==> src/rtl/cfg_shadow_regfile.sv <==
// rtl/cfg_shadow_regfile.sv - shadowed configuration register file with atomic commit, live registers and sticky lock
module cfg_shadow_regfile #(
    parameter int                             ADDR_W    = 5,
    parameter int                             DATA_W    = 10,
    parameter int                             NUM_REGS  = 24,
    parameter logic [NUM_REGS*DATA_W-1:0]     RESET_VAL = '0,
    parameter logic [NUM_REGS-1:0]            LIVE_MASK = '0
) (
    input  logic                        clk,
    input  logic                        rst,
    input  logic                        req_valid,
    output logic                        req_ready,
    input  logic                        req_write,
    input  logic [ADDR_W-1:0]           req_addr,
    input  logic [DATA_W-1:0]           req_wdata,
    output logic                        rsp_valid,
    input  logic                        rsp_ready,
    output logic [DATA_W-1:0]           rsp_rdata,
    output logic                        rsp_err,
    output logic [NUM_REGS*DATA_W-1:0]  cfg_out,
    output logic                        cfg_update,
    output logic                        pending,
    output logic                        locked
);

    localparam int IDX_W = (NUM_REGS > 1) ? $clog2(NUM_REGS) : 1;
    localparam logic [ADDR_W-1:0] ADDR_COMMIT = ADDR_W'(NUM_REGS);
    localparam logic [ADDR_W-1:0] ADDR_LOCK   = ADDR_W'(NUM_REGS + 1);
    localparam logic [ADDR_W-1:0] ADDR_STATUS = ADDR_W'(NUM_REGS + 2);

    if (NUM_REGS + 3 > (1 << ADDR_W)) begin : g_addr_check
        $error("cfg_shadow_regfile: NUM_REGS+3 does not fit in ADDR_W address bits");
    end
    if (DATA_W < 2) begin : g_width_check
        $error("cfg_shadow_regfile: DATA_W must be at least 2 to hold the status word");
    end

    typedef enum logic {
        IDLE = 1'b0,
        RESP = 1'b1
    } state_t;

    state_t              state;
    logic [DATA_W-1:0]   shadow_q [NUM_REGS];
    logic [DATA_W-1:0]   active_q [NUM_REGS];
    logic                pending_q;
    logic                locked_q;

    logic                is_reg;
    logic                is_commit;
    logic                is_lock;
    logic                is_status;
    logic                is_bad;
    logic [IDX_W-1:0]    idx;
    logic [DATA_W-1:0]   rd_data;
    logic                acc_err;
    logic                accept;

    assign is_reg    = (req_addr < ADDR_COMMIT);
    assign is_commit = (req_addr == ADDR_COMMIT);
    assign is_lock   = (req_addr == ADDR_LOCK);
    assign is_status = (req_addr == ADDR_STATUS);
    assign is_bad    = !(is_reg || is_commit || is_lock || is_status);
    assign idx       = IDX_W'(req_addr);

    // Reset gates the ready so nothing can be accepted on the reset edge itself.
    assign req_ready = (state == IDLE) && !rst;
    assign accept    = req_valid && req_ready;
    assign pending   = pending_q;
    assign locked    = locked_q;

    for (genvar g = 0; g < NUM_REGS; g++) begin : g_cfg_out
        assign cfg_out[g*DATA_W +: DATA_W] = active_q[g];
    end

    always_comb begin
        rd_data = '0;
        acc_err = 1'b0;
        if (req_write) begin
            if (is_bad || is_status) begin
                acc_err = 1'b1;
            end else if (locked_q) begin
                acc_err = 1'b1;
            end
        end else begin
            if (is_reg) begin
                rd_data = shadow_q[idx];
            end else if (is_lock) begin
                rd_data = {{(DATA_W-1){1'b0}}, locked_q};
            end else if (is_status) begin
                rd_data = {{(DATA_W-2){1'b0}}, locked_q, pending_q};
            end else if (is_bad) begin
                acc_err = 1'b1;
            end
        end
    end

    always_ff @(posedge clk) begin
        if (rst) begin
            state      <= IDLE;
            rsp_valid  <= 1'b0;
            rsp_rdata  <= '0;
            rsp_err    <= 1'b0;
            cfg_update <= 1'b0;
            pending_q  <= 1'b0;
            locked_q   <= 1'b0;
            for (int i = 0; i < NUM_REGS; i++) begin
                shadow_q[i] <= RESET_VAL[i*DATA_W +: DATA_W];
                active_q[i] <= RESET_VAL[i*DATA_W +: DATA_W];
            end
        end else begin
            cfg_update <= 1'b0;
            case (state)
                IDLE: begin
                    if (accept) begin
                        state     <= RESP;
                        rsp_valid <= 1'b1;
                        rsp_rdata <= req_write ? '0 : rd_data;
                        rsp_err   <= acc_err;
                        if (req_write && !acc_err) begin
                            if (is_reg) begin
                                shadow_q[idx] <= req_wdata;
                                if (LIVE_MASK[idx]) begin
                                    active_q[idx] <= req_wdata;
                                    cfg_update    <= 1'b1;
                                end else begin
                                    pending_q <= 1'b1;
                                end
                            end else if (is_commit) begin
                                // All non-live registers move together so multi-register settings land atomically.
                                for (int i = 0; i < NUM_REGS; i++) begin
                                    if (!LIVE_MASK[i]) begin
                                        active_q[i] <= shadow_q[i];
                                    end
                                end
                                pending_q  <= 1'b0;
                                cfg_update <= 1'b1;
                            end else if (is_lock && req_wdata[0]) begin
                                locked_q <= 1'b1;
                            end
                        end
                    end
                end
                RESP: begin
                    if (rsp_ready) begin
                        state     <= IDLE;
                        rsp_valid <= 1'b0;
                    end
                end
                default: begin
                    state     <= IDLE;
                    rsp_valid <= 1'b0;
                end
            endcase
        end
    end

endmodule

==> config.mk <==
export PLATFORM = sky130hd
export DESIGN_NAME = cfg_shadow_regfile
export DESIGN_NICKNAME = d
export VERILOG_FILES = /design/src/rtl/cfg_shadow_regfile.sv
export SDC_FILE = /design/constraint.sdc
export NUM_CORES = 1
export LEC_CHECK = 0
export ABC_AREA = 1
export ABC_CLOCK_PERIOD_IN_PS = 8000
export CAP_MARGIN = 20
export CORE_MARGIN = 8
export CORE_UTILIZATION = 40
export CTS_BUF_LIST = sky130_fd_sc_hd__clkbuf_4
export CTS_CLUSTER_DIAMETER = 40
export CTS_CLUSTER_SIZE = 10
export DETAILED_ROUTE_END_ITERATION = 10
export SETUP_SLACK_MARGIN = 0.02
export SLEW_MARGIN = 20
export SYNTH_ARGS = -nofsm -noshare
export SYNTH_HDL_FRONTEND = slang
export SYNTH_SLANG_ARGS = --single-unit
==> constraint.sdc <==
create_clock -name clk -period 8 [get_ports clk]
set_clock_uncertainty 0.15 [all_clocks]
set_input_delay 1.2 -clock clk [delete_from_list [all_inputs] [get_ports clk]]
set_output_delay 1.2 -clock clk [all_outputs]
set_load 0.1 [all_outputs]
Word-level counts from Yosys, hierarchy flattened:

Memory sizes are Yosys's and may differ from the RTL's.
Index checks and enable logic that the tools add are counted.

* word-level logic and storage cells: 140
* bits in read-only memories: 32
* memories: 3
* output and inout port bits: 256
* input port bits: 20
* flip-flop bits (word level): 16
* bits in writable memories: 480

Memory list
* active_q: words 24, width 10, read ports 24, clocked after Yosys merged registers in 0, write ports 24, line 45 `logic [DATA_W-1:0] active_q [NUM_REGS];`
* shadow_q: words 24, width 10, read ports 25, clocked after Yosys merged registers in 0, write ports 24, line 44 `logic [DATA_W-1:0] shadow_q [NUM_REGS];`
* (no name shown): words 32, width 1, read ports 1, clocked after Yosys merged registers in 0, write ports 0, line 123 `if (LIVE_MASK[idx]) begin`

* muxes and demuxes: 74
* equal/unequal tests: 6
* bitwise gates (word level): 29
* reductions and logical operators: 19
* magnitude comparators: 2

Operators by type and width (count)
* 10-bit two-way mux: 28
* 1-bit two-way mux: 40
* 1-bit OR: 24
* 10-bit OR reduction: 2
* 5-bit equality test (second input constant): 3
* 5-bit two-way mux: 2
* 5-bit by 6-bit less-than comparator with 1-bit output (second input constant): 1
* 2-bit != test (second input constant): 3
* 6-bit AND reduction: 1
* 5-bit less-than comparator (second input constant): 1
* 1-bit NOT: 5
* 5-bit AND reduction: 1
* 1-bit logical AND: 4
* 1-bit logical OR: 4
* 2-bit two-way mux: 2
* 1-bit one-hot mux with 2 select lines: 2
* 2-bit AND reduction: 2
* 4-bit OR reduction: 1
* 1-bit zero test: 3
* 2-bit nonzero test: 1

Depth between registers and ports, before layout:

* word-level depth: 18
* depth in mapped cells: 13

Worst setup path after synthesis:

No wires, ideal clock.

* kind: input to register
* start point: input port req_addr[0]
* end point: memory active_q[0][0], enable pin
* cell stages on the path: 10
* slack: -321 ps
* buffers on the path: 3
* setup time: 612 ps
* arrival time: 7560 ps
* data required time: 7238 ps
* cells stage by stage: buf_2 nor2_1 a21oi_1 nand2_1 nand3_2 nor2_4 nand3_1 clkbuf_1 buf_2 nand2_1

RTL lines
* start, declared: line 14 `input logic [ADDR_W-1:0] req_addr,`
* end, declared: line 45

==> flow_results.org <==
** Pwr
- The analysis attributes to cell leakage a power of 10.5 nW.
- Per report_power, the clock group accounts for 31.9% of the total.
- Sequential Power Share :: 54.5%
- Switching power :: 1.63 mW
- Combinational logic is responsible for 13.6% of the overall power.
- Power spread over the standard cell area amounts to 216 mW/mm2.
- The internal power of the cells totals 3.86 mW.
- Switching part of the total power :: 29.6%
- Maximum ir drop on the vdd rail :: 0.0847 mV

** Clock network
- In this run the number of H-tree levels came out at 3.
- Clock slew at reported path FFs :: 0.09 ns
- CTS max path bufs :: 3
- Buffers inserted by post-CTS timing repair :: 0
- The root buffer cell chosen for the clock tree is sky130_fd_sc_hd__clkbuf_4.
- TritonCTS built the clock tree.
- Clk_lat worst skew :: 0.83 ns
- Num Clock Sinks :: 496
- In this run, post-CTS hold repair placed 0 buffers.
- Number of clock buffers inserted by TritonCTS :: 74
- After clock tree synthesis, the repair step resized 0 gates.

** Timing
- The tightest hold path in the finished design has a slack of 0.327 ns.
- Derived from the worst setup path, the maximum achievable clock frequency is 241 MHz.
- Final critical-path required period :: 4.15 ns
- Headroom to the max-slew limit came out at 27.8%.
- Final clock period utilization by the worst path :: 51.9%
- The final-report hold violation count was 0.
- Count of pins over their slew limit :: 0
- In the final timing run, aggregate negative setup slack is 0 ns.
- For the pin with the worst max-slew slack, the measured transition is 1.08 ns.
- Total of endpoints with negative setup slack in the final report :: 0
- RSZ-0062 raised after global routing :: false

** Layout
- Leading cell type in the layout, fill and taps excluded :: sky130_fd_sc_hd__nand2_1
- Final nets :: 2342
- Fraction of final layout cells with drive strength greater than 1 :: 8.46%
- The top cell types in the final layout, fill and taps aside, are sky130_fd_sc_hd__nand2_1, sky130_fd_sc_hd__nor2_1, sky130_fd_sc_hd__edfxtp_1.
- Number of fillers in the final layout :: 4856
- Layout area overhead :: 20.4%

** Die
- After floorplanning, the core was divided into 84 placement rows.
- The die covers 0.0603 mm2.
- For this configuration, the core starts out at a cell density of 40.3%.
- Top-level port count :: 276
- In this run the standard cell core region covers 0.0523 mm2.
- Height of the chip :: 246 um
- Die outline width :: 246 um

** Global routing
- Largest net degree at the start of global routing :: 116
- For this run, the total global-route usage over all layers was measured as 20.3%.
- The number of antenna violations at the first check in global routing was 3.
- Summed over all layers, the global routing overflow is 0.
- Number of global-route vias before repair :: 14800
- The first global-routing pass estimated 91.7 mm of wire.

** Synthesis
- In this run, synthesis produced a sequential element count of 496.
- During synthesis, Yosys emitted a total of 0 warnings.
- Of the synthesized area, sequential elements account for 69.8%.
- The number of nets in the synthesized netlist is 2084.
- Synthesis produced 2064 cells.
- The synthesized netlist contains 23 unique library cells.
- The average instance in the mapped netlist occupies 10.2 um2.
- The synthesized netlist occupies a cell area of 0.0211 mm2.

** Run status
- Outcome :: completed

** Critical path
- At the worst endpoint, the required time is 8.38 ns.
- Startpoint kind of the worst setup timing path :: input pin
- STA classifies the critical path endpoint as a flop.
- The critical path is of the input pin to flop type.
- Worst path arrival time :: 4.53 ns
- In this run the worst path has a maximum fanout of 106.

** Detailed routing
- In this run the remaining antenna-violating nets after routing total 0.
- Via-per-instance ratio :: 4.88
- Routed wire length :: 62.9 mm
- For this run, design rule violations remaining after detail routing come to 0.
- Dividing the detail-routed wire length by the instance count gives 20.5 um.
- The detailed router placed 14900 vias in this run.
- The first TritonRoute pass finished after 5 iterations.
- For this block, the initial DRC count from the detailed router was 1287.

** Run
- Across the run, the number of max-cap violations was 0.

** Placement
- HPWL reported at the end of detailed placement :: 42.2 mm
- Final Wtd Congestion :: 0.915
- In this run the tool buffered the top-level ports with 275 buffer cells.

** Worst hold path
- In this run the worst hold path is classified as flop to flop.
## area by class of cell
type	instances	area (um2)	share of cell area (%)
flip-flops and latches	496	14700	58.0
repair buffers	301	2950	11.6
diodes	1	2.50	0.00985
well taps	688	861	3.39
clock inverters	38	392	1.54
multi-input cells	1175	4740	18.7
clock buffers	91	683	2.69
inverters	274	1030	4.05
## cell usage after synthesis (all sizes together)
cell	n	area (um2)
nand3	44	225
o21ai	14	70.1
nor3b	1	7.51
o221ai	1	8.76
clkbuf	58	218
nor2	507	1990
a21oi	13	65.1
nand2	570	2190
nand4	19	119
buf	61	408
nor3	6	30.0
clkinv	1	3.75
inv	273	1020
dfxtp	16	320
edfxtp	480	14400
## metal layers
metal | vias up | share of wire, % | track usage [%]
met1 | 7157 | 39 | 25.2
met5 | - | 0.043 | 0
met2 | 637 | 48 | 33.6
met3 | 124 | 8.8 | 5.26
met4 | 4 | 3.4 | 8.22
li1 | 7023 | - | -
## critical path: stages
cell                      delay (ns)
sky130_fd_sc_hd__buf_2          0.53
sky130_fd_sc_hd__buf_4          0.49
sky130_fd_sc_hd__nor2_1         0.11
sky130_fd_sc_hd__a21oi_1        0.24
sky130_fd_sc_hd__nand2_1        0.12
sky130_fd_sc_hd__nand3_2        0.13
sky130_fd_sc_hd__nor2_4         0.07
sky130_fd_sc_hd__nand3_4        0.12
sky130_fd_sc_hd__buf_4          0.57
sky130_fd_sc_hd__buf_6          0.66
sky130_fd_sc_hd__nor2_1         0.10
## power by group through the flow
stage               registers [mW]  clock network, mW  logic, mW
floorplan                     3.40                  0      0.170
global placement              3.05                  0      0.746
detailed placement            3.05                  0      0.748
CTS                           2.99               1.79      0.750
global route                  3.00               1.88      0.777
finish                        2.99               1.75      0.747
## registers in the layout, indices dropped and copies added (netlist names)
| signal | count |
|---|---|
| active_q | 240 |
| shadow_q | 240 |
| rsp_rdata | 10 |
| cfg_update | 1 |
| locked | 1 |
| pending | 1 |
| rsp_err | 1 |
| rsp_valid | 1 |
| state | 1 |
## final timing paths
kind,cells past startpoint,from,slack [ns],to
setup / recovery,11,req_addr[1],3.85,active_q[7][6]
hold / removal,2,rsp_rdata[9],0.33,rsp_rdata[9]
setup reg to reg,6,state,4.84,active_q[18][1]
hold reg to reg,2,rsp_rdata[9],0.33,rsp_rdata[9]
## through the flow
stage / cell area [um2] / cells / util [%] / worst slack, ns / power (mW)
CTS: 25400 / 3063 / 48.5 / 3.62 / 5.53
global placement: 24300 / 2934 / 46.5 / 2.87 / 3.80
detailed placement: 24300 / 2934 / 46.5 / 2.72 / 3.80
global route: 25400 / 3064 / 48.5 / 3.63 / 5.65
floorplan: 21100 / 2064 / - / 2.08 / 3.57
finish: 25400 / 3064 / 48.5 / 3.85 / 5.48
## cells by family (layout without fill, tap and decap cells)
kind of cell	Yosys count	in the layout	synth area share [%]
and+or+nand+nor	1147	1147	21.6
DFF	496	496	69.8
buffers and inverters	393	704	7.84
AOI/OAI and AO/OA	28	28	0.682
other	0	1	0
No activity file was read; power rests on OpenSTA's default activity.
